[config.mk]
export PLATFORM = sky130hd
export DESIGN_NAME = lifo_drain
export DESIGN_NICKNAME = d
export VERILOG_FILES = /design/src/rtl/lifo_pkg.sv /design/src/rtl/lifo_drain_skid.sv /design/src/rtl/lifo_drain.sv
export SDC_FILE = /design/constraint.sdc
export NUM_CORES = 1
export LEC_CHECK = 0
export CAP_MARGIN = 10
export CORE_ASPECT_RATIO = 1.25
export CORE_UTILIZATION = 35
export DETAILED_ROUTE_END_ITERATION = 7
export MAX_ROUTING_LAYER = met4
export PLACE_DENSITY_LB_ADDON = 0.15
export SETUP_SLACK_MARGIN = 0.02
export SLEW_MARGIN = 20
export SYNTH_ARGS = -nofsm -noshare
export SYNTH_HDL_FRONTEND = slang
export SYNTH_SLANG_ARGS = --single-unit
[constraint.sdc]
create_clock -name clk -period 4.9 [get_ports clk]
set_clock_uncertainty 0.05 [all_clocks]
set_input_delay 1.225 -clock clk [delete_from_list [all_inputs] [get_ports clk]]
set_output_delay 1.225 -clock clk [all_outputs]
set_load 0.05 [all_outputs]
[src/rtl/lifo_pkg.sv]
// Shared types and defaults for the lifo stack and its neighbours (lifo_drain).
package lifo_pkg;

  localparam int LIFO_DATA_WIDTH = 8;
  localparam int LIFO_DEPTH      = 16;

  typedef enum logic [1:0] {
    DRAIN_IDLE  = 2'd0,
    DRAIN_POP   = 2'd1,
    DRAIN_FLUSH = 2'd2
  } lifo_drain_state_t;

  // Counter width able to hold 0..depth inclusive.
  function automatic int lifo_cw(input int depth);
    return $clog2(depth + 1);
  endfunction

endpackage

[src/rtl/lifo_drain_skid.sv]
// Two-entry valid/ready buffer. The writer must never write while two entries
// are held without a same-cycle dequeue; occ is exported so it can enforce that.
module lifo_drain_skid #(
  parameter int W = 8
) (
  input  logic         clk,
  input  logic         rst,
  input  logic         in_valid,
  input  logic [W-1:0] in_data,
  output logic [1:0]   occ,
  output logic         out_valid,
  output logic [W-1:0] out_data,
  input  logic         out_ready
);

  logic [1:0][W-1:0] mem_q, mem_d;
  logic              wr_q, wr_d;
  logic              rd_q, rd_d;
  logic [1:0]        occ_q, occ_d;
  logic              deq;

  assign out_valid = (occ_q != 2'd0);
  assign out_data  = mem_q[rd_q];
  assign occ       = occ_q;
  assign deq       = out_valid && out_ready;

  always_comb begin
    mem_d = mem_q;
    if (in_valid) begin
      mem_d[wr_q] = in_data;
    end
    wr_d  = wr_q ^ in_valid;
    rd_d  = rd_q ^ deq;
    occ_d = occ_q + {1'b0, in_valid} - {1'b0, deq};
  end

  always_ff @(posedge clk or posedge rst) begin
    if (rst) begin
      mem_q <= '0;
      wr_q  <= 1'b0;
      rd_q  <= 1'b0;
      occ_q <= 2'd0;
    end else begin
      mem_q <= mem_d;
      wr_q  <= wr_d;
      rd_q  <= rd_d;
      occ_q <= occ_d;
    end
  end

endmodule

[src/rtl/lifo_drain.sv]
// Drain stage for the lifo stack: pops count words (0 = until empty) onto a
// valid/ready stream. Optional m_parity port with LIFO_DRAIN_PARITY_EN.
module lifo_drain
  import lifo_pkg::*;
#(
  parameter  int DATA_WIDTH = LIFO_DATA_WIDTH,
  parameter  int DEPTH      = LIFO_DEPTH,
  localparam int CW         = lifo_cw(DEPTH)
) (
  input  logic                  clk,
  input  logic                  rst,
  input  logic                  start,
  input  logic [CW-1:0]         count,
  output logic                  busy,
  output logic                  done,
  output logic                  underrun,
  output logic                  lifo_pop,
  input  logic                  lifo_empty,
  input  logic [DATA_WIDTH-1:0] lifo_data_out,
  output logic [DATA_WIDTH-1:0] m_data,
  output logic                  m_valid,
`ifdef LIFO_DRAIN_PARITY_EN
  output logic                  m_parity,
`endif
  input  logic                  m_ready
);

`ifdef LIFO_DRAIN_PARITY_EN
  localparam int SW = DATA_WIDTH + 1;
`else
  localparam int SW = DATA_WIDTH;
`endif

  lifo_drain_state_t state_q, state_d;
  logic [CW-1:0]     target_q, target_d;
  logic [CW-1:0]     issued_q, issued_d;
  logic              inflight_q, inflight_d;
  logic              pend_q, pend_d;
  logic              underrun_q, underrun_d;
  logic              done_q, done_d;
  logic              busy_q, busy_d;

  logic [1:0]        occ;
  logic [SW-1:0]     skid_in, skid_out;
  logic              deq;
  logic [2:0]        occ_sum;

`ifdef LIFO_DRAIN_PARITY_EN
  assign skid_in  = {^lifo_data_out, lifo_data_out};
  assign m_parity = skid_out[DATA_WIDTH];
`else
  assign skid_in  = lifo_data_out;
`endif
  assign m_data = skid_out[DATA_WIDTH-1:0];

  // The word popped last cycle arrives now, so the pop is registered as inflight.
  lifo_drain_skid #(.W(SW)) u_skid (
    .clk       (clk),
    .rst       (rst),
    .in_valid  (inflight_q),
    .in_data   (skid_in),
    .occ       (occ),
    .out_valid (m_valid),
    .out_data  (skid_out),
    .out_ready (m_ready)
  );

  assign deq      = m_valid && m_ready;
  // Buffer occupancy after this edge, counting the word still in flight.
  assign occ_sum  = {1'b0, occ} + {2'b00, inflight_q} - {2'b00, deq};
  assign lifo_pop = (state_q == DRAIN_POP) && !lifo_empty &&
                    ((issued_q != target_q) || (target_q == '0)) &&
                    (occ_sum < 3'd2);

  always_comb begin
    state_d    = state_q;
    target_d   = target_q;
    issued_d   = issued_q + CW'(lifo_pop);
    inflight_d = lifo_pop;
    pend_d     = pend_q;
    underrun_d = underrun_q;
    done_d     = 1'b0;
    case (state_q)
      DRAIN_IDLE: begin
        if (start) begin
          target_d   = count;
          issued_d   = '0;
          pend_d     = 1'b0;
          underrun_d = 1'b0;
          state_d    = DRAIN_POP;
        end
      end
      DRAIN_POP: begin
        if (lifo_pop && (target_q != '0) && (issued_q + CW'(1) == target_q)) begin
          state_d = DRAIN_FLUSH;
        end else if (lifo_empty && !lifo_pop) begin
          state_d = DRAIN_FLUSH;
          pend_d  = (target_q != '0);
        end
      end
      DRAIN_FLUSH: ;
      default: state_d = DRAIN_IDLE;
    endcase
    // Look ahead so done lands in the first cycle the buffer is empty.
    if ((state_d == DRAIN_FLUSH) && !lifo_pop && (occ_sum == 3'd0)) begin
      state_d    = DRAIN_IDLE;
      done_d     = 1'b1;
      underrun_d = pend_d;
    end
    busy_d = (state_d != DRAIN_IDLE);
  end

  always_ff @(posedge clk or posedge rst) begin
    if (rst) begin
      state_q    <= DRAIN_IDLE;
      target_q   <= '0;
      issued_q   <= '0;
      inflight_q <= 1'b0;
      pend_q     <= 1'b0;
      underrun_q <= 1'b0;
      done_q     <= 1'b0;
      busy_q     <= 1'b0;
    end else begin
      state_q    <= state_d;
      target_q   <= target_d;
      issued_q   <= issued_d;
      inflight_q <= inflight_d;
      pend_q     <= pend_d;
      underrun_q <= underrun_d;
      done_q     <= done_d;
      busy_q     <= busy_d;
    end
  end

  assign busy     = busy_q;
  assign done     = done_q;
  assign underrun = underrun_q;

endmodule
==> flow_metrics.env, run 1 <==
export IMPL_irDropWorstVdd_v=0.000258
export IMPL_ys_async_sr_fraction=1.00
export IMPL_syn_inst=144
export IMPL_pre_cts_slack_ps=97.4
export IMPL_drive_gt1_frac=0.0791
export IMPL_crit_required_ps=3620
export IMPL_syn_area_um2=1790
export IMPL_synth_edf_count=0
export IMPL_path_buf_inv=3
export IMPL_grt_pass1_vias=1211
export IMPL_slew_headroom=0.668
export IMPL_drc=0
export IMPL_rows=28
export IMPL_start_util=0.371
export IMPL_synth_seq_cells=37
export IMPL_cts_htree_levels=2
export IMPL_fin_ws_ps=204
export IMPL_dieArea_um2=5410
export IMPL_worstPathCellList="clkdlybuf4s50_1, and2_1, ha_1, inv_1, ha_1, fa_1, xnor2_1, nor2_1, o31ai_2, nor2_2, buf_12"
export IMPL_antenna_found_initial=0
export IMPL_cpMaxStageDelayCell="clkdlybuf4s50_1"
export IMPL_postCtsSetupBuffers=0
export IMPL_status="finished, final reports clean"
export IMPL_insertion_delay_ps=280
export IMPL_final_common_cell="dfrtp_1"
export IMPL_fin_nets=202
export IMPL_ctsHoldBuffers=0
export IMPL_synth_area_leaders="dfrtp_1 52%, mux2_1 18%, ha_1 4.9%"
export IMPL_area_delta_synth_final_pct=27.4
export IMPL_viasPerCell=4.91
export IMPL_maxSlewViolCount=0
export IMPL_fp_coreArea_um2=4830
export IMPL_tns_ps=0
export IMPL_grt_pass1_wl_um=5440
export IMPL_grt_max_degree=38
export IMPL_synth_cell_type_count=29
export IMPL_multi_input_area_um2=812
export IMPL_cp_max_fo=3
export IMPL_path_clk_slew_ps=60
export IMPL_routedWlPerCell_um=13.8
export IMPL_path_class="in2out"
export IMPL_leakage_uw=0.00105
export IMPL_rsz0062_at_grt="false"
export IMPL_die_y_um=82.0
export IMPL_p_per_area_nw_per_um2=650
export IMPL_min_period_ps=4700
export IMPL_max_slew_worst_pin_slew_ps=496
export IMPL_io_pins=31
export IMPL_seq_area_um2=926
export IMPL_clock_root_buffer="clkbuf_8"
export IMPL_vias=1164
export IMPL_gr_total_overflow=0
export IMPL_synth_main_ff_cell="dfrtp_1"
export IMPL_gp_congestion=0.805
export IMPL_drt_total_wl_um=3270
export IMPL_final_period_utilization=0.958
export IMPL_yosys_area_top_type="dfrtp_1"
export IMPL_cpPeakStageDelay_ps=400
export IMPL_fmax_mhz=213
export IMPL_cp_top_family="adder cells"
export IMPL_drt_pass1_iterations=4
export IMPL_grt_use_total=0.142
export IMPL_seq_area_frac_synth=0.516
export IMPL_numCtsBuffers=5
export IMPL_cts_path_max_buffers=2
export IMPL_cts_resized=0
export IMPL_cpMostUsedCell="ha_1"
export IMPL_end_kind="output port"
export IMPL_final_cell_mix="37 x dfrtp_1, 29 x mux2_1, 29 x clkdlybuf4s50_1"
export IMPL_cts_tree="built"
export IMPL_critPathLaunchType="input port"
export IMPL_yosys_warnings=0
export IMPL_synth_nets=170
export IMPL_synth_top_area_share=0.516
export IMPL_avgSynthCellArea_um2=12.5
export IMPL_portBuffers=30
export IMPL_die_w_um=66.0
export IMPL_ant_nets=0
export IMPL_drtIter0Drc=30
export IMPL_arrival_ps=3420
export IMPL_hold_viol_final=0
export IMPL_power_total_uw=1490
export IMPL_setup_viol=0
export IMPL_dp_hpwl_um=2480
export IMPL_cts_num_sinks=37
export IMPL_diodes=0
export IMPL_final_fill_count=434
export IMPL_min_path_type="reg2reg"
export IMPL_cap_violations=0
## cells by family (layout without fill, tap and decap cells)
| logic type | after synthesis | after routing | synth area share |
|---|---|---|---|
| compound gates | 10 | 10 | 0.0447 |
| fa+ha+maj | 8 | 8 | 0.0600 |
| mux | 29 | 29 | 0.182 |
| xor+xnor | 14 | 14 | 0.0684 |
| flops | 37 | 37 | 0.516 |
| buf+inv | 15 | 48 | 0.0321 |
| simple gates | 31 | 31 | 0.0963 |
## state kept, by name, indices dropped and copies added (netlist names)
signal        cells
target_q          5
state_q           2
busy              1
u_skid.rd_q       1
done              1
issued_q          5
u_skid.mem_q     16
pend_q            1
u_skid.occ        2
u_skid.wr_q       1
underrun          1
inflight_q        1
## layout make-up
| class | instances | share of cell area |
|---|---|---|
| clock buffers | 7 | 0.0378 |
| clock inverters | 1 | 0.0131 |
| inverters | 8 | 0.0131 |
| multi-input cells | 92 | 0.355 |
| flip-flops and latches | 37 | 0.405 |
| well taps | 60 | 0.0329 |
| repair buffers | 32 | 0.142 |
## report_power, final
part           switching, µW  total, µW  internal (µW)
clock network           99.7        266            166
logic                    395        697            302
registers               98.3        524            425
## metrics by stage
stage                util  hold slack [ps]  cells  area, µm²
floorplan               -              400    144       1790
global placement    0.448              410    229       2170
detailed placement  0.448              417    229       2170
CTS                 0.472              433    237       2280
global route        0.473              446    237       2280
finish              0.473              428    237       2280
## worst register-to-register path: cells and delay by family, from the launching register on
kind / cells / cell delay, ps
AOI/OAI and AO/OA: 1 / 100
xor gates and xnor gates: 2 / 300
adders and majority gates: 5 / 1250
buffers and inverters: 2 / 140
DFF: 1 / 400
and+or+nand+nor: 6 / 760
## Yosys cell counts (all sizes together) (2+ instances only)
cell type,n
a21o,3
clkbuf,6
dfrtp,37
ha,7
inv,8
mux2,29
nand2,3
nand2b,2
nand3,5
nor2,10
nor2b,2
nor3,3
nor3b,2
xnor2,8
xor2,6
## worst paths after layout
kind	endpoint	from	depth (start not counted)	slack, ps
max	lifo_pop	m_ready	11	200
min	u_skid.mem_q[7]	u_skid.mem_q[7]	1	430
max reg2reg	issued_q[4]	u_skid.occ[1]	16	1800
min reg2reg	u_skid.mem_q[7]	u_skid.mem_q[7]	1	430
max in group asynchronous	target_q[1]	rst	3	3170
min in group asynchronous	inflight_q	rst	3	1320
## per-layer routing
layer / vias to the layer above / global-route usage / part of all wire
met5: - / - / 0
met4: 0 / 0.0574 / 0.018
met3: 5 / 0.0458 / 0.061
met2: 31 / 0.261 / 0.55
met1: 576 / 0.136 / 0.37
li1: 552 / - / -
(Power assumes the default switching activity.)
==> inputs of run 2 (changes only) <==
--- a/config.mk
+++ b/config.mk
@@ -5,13 +5,13 @@
 export SDC_FILE = /design/constraint.sdc
 export NUM_CORES = 1
 export LEC_CHECK = 0
-export CAP_MARGIN = 10
+export CAP_MARGIN = 5
 export CORE_ASPECT_RATIO = 1.25
 export CORE_UTILIZATION = 35
 export DETAILED_ROUTE_END_ITERATION = 7
 export MAX_ROUTING_LAYER = met4
 export PLACE_DENSITY_LB_ADDON = 0.15
-export SETUP_SLACK_MARGIN = 0.02
+export SETUP_SLACK_MARGIN = 0.3
 export SLEW_MARGIN = 20
 export SYNTH_ARGS = -nofsm -noshare
 export SYNTH_HDL_FRONTEND = slang
==> flow_metrics.env, run 2 (same netlist as run 1, synthesis figures left out) <==
export IMPL_ant_nets=0
export IMPL_grt_use_total=0.144
export IMPL_antenna_found_initial=0
export IMPL_intPower_uw=910
export IMPL_met3_usage=0.0458
export IMPL_p_per_area_nw_per_um2=651
export IMPL_numCtsBuffers=5
export IMPL_hold_depth=1
export IMPL_fmax_mhz=226
export IMPL_crit_required_ps=3620
export IMPL_crit_path_start="m_ready"
export IMPL_setup_viol=0
export IMPL_max_slew_worst_pin_slew_ps=496
export IMPL_clock_root_buffer="clkbuf_8"
export IMPL_gr_total_overflow=0
export IMPL_grt_pass1_vias=1238
export IMPL_hold_ws_ps=428
export IMPL_pwr_share_seq=0.348
export IMPL_final_common_cell="dfrtp_1"
export IMPL_rsz0062_at_grt="false"
export IMPL_status="finished, final reports clean"
export IMPL_path_class="in2out"
export IMPL_cpPeakStageDelay_ps=380
export IMPL_grtUsageMet2=0.267
export IMPL_diodes=0
export IMPL_vias=1153
export IMPL_dieArea_um2=5410
export IMPL_cap_violations=0
export IMPL_cp_depth=11
export IMPL_viasPerCell=4.82
export IMPL_cp_max_fo=2
export IMPL_hold_viol_final=0
export IMPL_drc=0
export IMPL_p_clk_frac=0.177
export IMPL_io_pins=31
export IMPL_grt_max_degree=38
export IMPL_busiest_layer="met2"
export IMPL_cts_tree="built"
export IMPL_gp_congestion=0.805
export IMPL_drt_total_wl_um=3270
export IMPL_final_fill_count=432
export IMPL_grt_pass1_wl_um=5520
export IMPL_final_cell_mix="37 x dfrtp_1, 29 x mux2_1, 28 x clkdlybuf4s50_1"
export IMPL_end_kind="output port"
export IMPL_rows=28
export IMPL_top_regs="u_skid.mem_q: 16 flops, issued_q: 5 flops, target_q: 5 flops"
export IMPL_fin_nets=204
export IMPL_fp_coreArea_um2=4830
export IMPL_cts_htree_levels=2
export IMPL_dp_hpwl_um=2480
export IMPL_arrival_ps=3160
export IMPL_rr_worst_depth=17
export IMPL_min_path_type="reg2reg"
export IMPL_final_util=0.479
export IMPL_area_delta_synth_final_pct=29.0
export IMPL_power_total_uw=1510
export IMPL_drt_pass1_iterations=2
export IMPL_drive_gt1_frac=0.112
export IMPL_path_clk_slew_ps=70
export IMPL_fin_area_um2=2310
export IMPL_dpl_instance_area_um2=2170
export IMPL_drtIter0Drc=31
export IMPL_cp_top_family="adder cells"
export IMPL_start_util=0.371
export IMPL_final_period_utilization=0.905
export IMPL_largest_register="u_skid.mem_q"
export IMPL_slew_headroom=0.668
export IMPL_die_y_um=82.0
export IMPL_path_buf_inv=3
export IMPL_largest_reg_flops=16
export IMPL_leakage_uw=0.00106
export IMPL_die_w_um=66.0
export IMPL_power_frac_comb=0.475
export IMPL_routedWlPerCell_um=13.7
export IMPL_gr_usage_met1=0.136
export IMPL_p_sw_uw=597
export IMPL_tns_ps=0
export IMPL_sw_frac_of_total=0.396
export IMPL_portBuffers=30
export IMPL_min_period_ps=4430
export IMPL_cts_num_sinks=37
export IMPL_irDropWorstVdd_v=0.000256
export IMPL_cpMaxStageDelayCell="fa_2"
export IMPL_worstPathCellList="dlygate4sd2_1, and2_4, ha_1, inv_1, ha_2, fa_2, xnor2_2, nor2_1, o31ai_2, nor2_2, buf_12"
export IMPL_r2r_start="u_skid.occ[1]"
export IMPL_maxSlewViolCount=0
export IMPL_cts_path_max_buffers=2
export IMPL_min_from="u_skid.mem_q[7]"
export IMPL_critPathLaunchType="input port"
export IMPL_insertion_delay_ps=280
export IMPL_ctsHoldBuffers=0
run 2: cell types whose count changed in the layout (fill, tap and decap cells not counted), sizes merged:
cell / change
dlygate4sd2: +1
clkdlybuf4s50: -1
buf: +2
run 2: worst reg2reg max path, cell delays in order, from the launching register on:
cell     delay (ps)
dfrtp_1         410
inv_1           120
nand2_1          80
and2_4          160
ha_1            260
inv_1            40
ha_2            170
fa_2            380
xnor2_2         150
nor2_1          140
o31ai_2         100
nor2_2          170
buf_4           140
ha_1            160
ha_1            200
nand3_1         110
xor2_1          150
nor2_1           50
run 2: timing repair:
| item | CTS | global route |
|---|---|---|
| setup endpoints to repair | 1 | 0 |
| resized for setup | 6 | 0 |
| buffers inserted | 2 | 0 |
run 2: area by class of cell:
| cell class | instances | area, µm² | area share |
|---|---|---|---|
| inverters | 8 | 30.0 | 0.0130 |
| clock inverters | 1 | 30.0 | 0.0130 |
| flip-flops and latches | 37 | 926 | 0.400 |
| repair buffers | 34 | 339 | 0.147 |
| clock buffers | 7 | 86.3 | 0.0373 |
| multi-input cells | 92 | 827 | 0.357 |
| well taps | 60 | 75.1 | 0.0324 |
run 2: per-stage QoR:
| step | std cells | setup WS (ps) |
|---|---|---|
| final | 239 | 467 |
| after detailed placement | 229 | 97.4 |
| after global placement | 229 | 190 |
| after CTS | 239 | 453 |
| after global routing | 239 | 373 |
| after floorplan | 144 | 362 |
run 2: path summary, 6_finish.rpt:
path | end | slack [ps]
worst max-delay path | lifo_pop | 470
worst min-delay path | u_skid.mem_q[7] | 430
worst max register to register | issued_q[4] | 1750
worst min register to register | u_skid.mem_q[7] | 430
max in group asynchronous | target_q[1] | 3170
min in group asynchronous | u_skid.mem_q[8] | 1320
run 2: power groups by stage:
stage | clock [µW] | combinational (µW) | sequential (µW)
after floorplan | 0 | 510 | 512
after global placement | 0 | 678 | 522
after detailed placement | 0 | 700 | 533
after CTS | 277 | 725 | 528
after global routing | 295 | 773 | 542
final | 266 | 716 | 524
run 2: metal layers:
layer	vias to the layer above	routed length [µm]
met3	5	188
met2	27	1810
met1	569	1210
li1	552	-
met4	0	60
met5	-	0
==> inputs of run 3 (changes only) <==
--- a/config.mk
+++ b/config.mk
@@ -8,6 +8,7 @@
 export CAP_MARGIN = 5
 export CORE_ASPECT_RATIO = 1.25
 export CORE_UTILIZATION = 35
+export CTS_CLUSTER_SIZE = 28
 export DETAILED_ROUTE_END_ITERATION = 7
 export MAX_ROUTING_LAYER = met4
 export PLACE_DENSITY_LB_ADDON = 0.15
==> results of run 3 <==
Same layout as run 2: the final DEF is identical, and so are final timing and power.
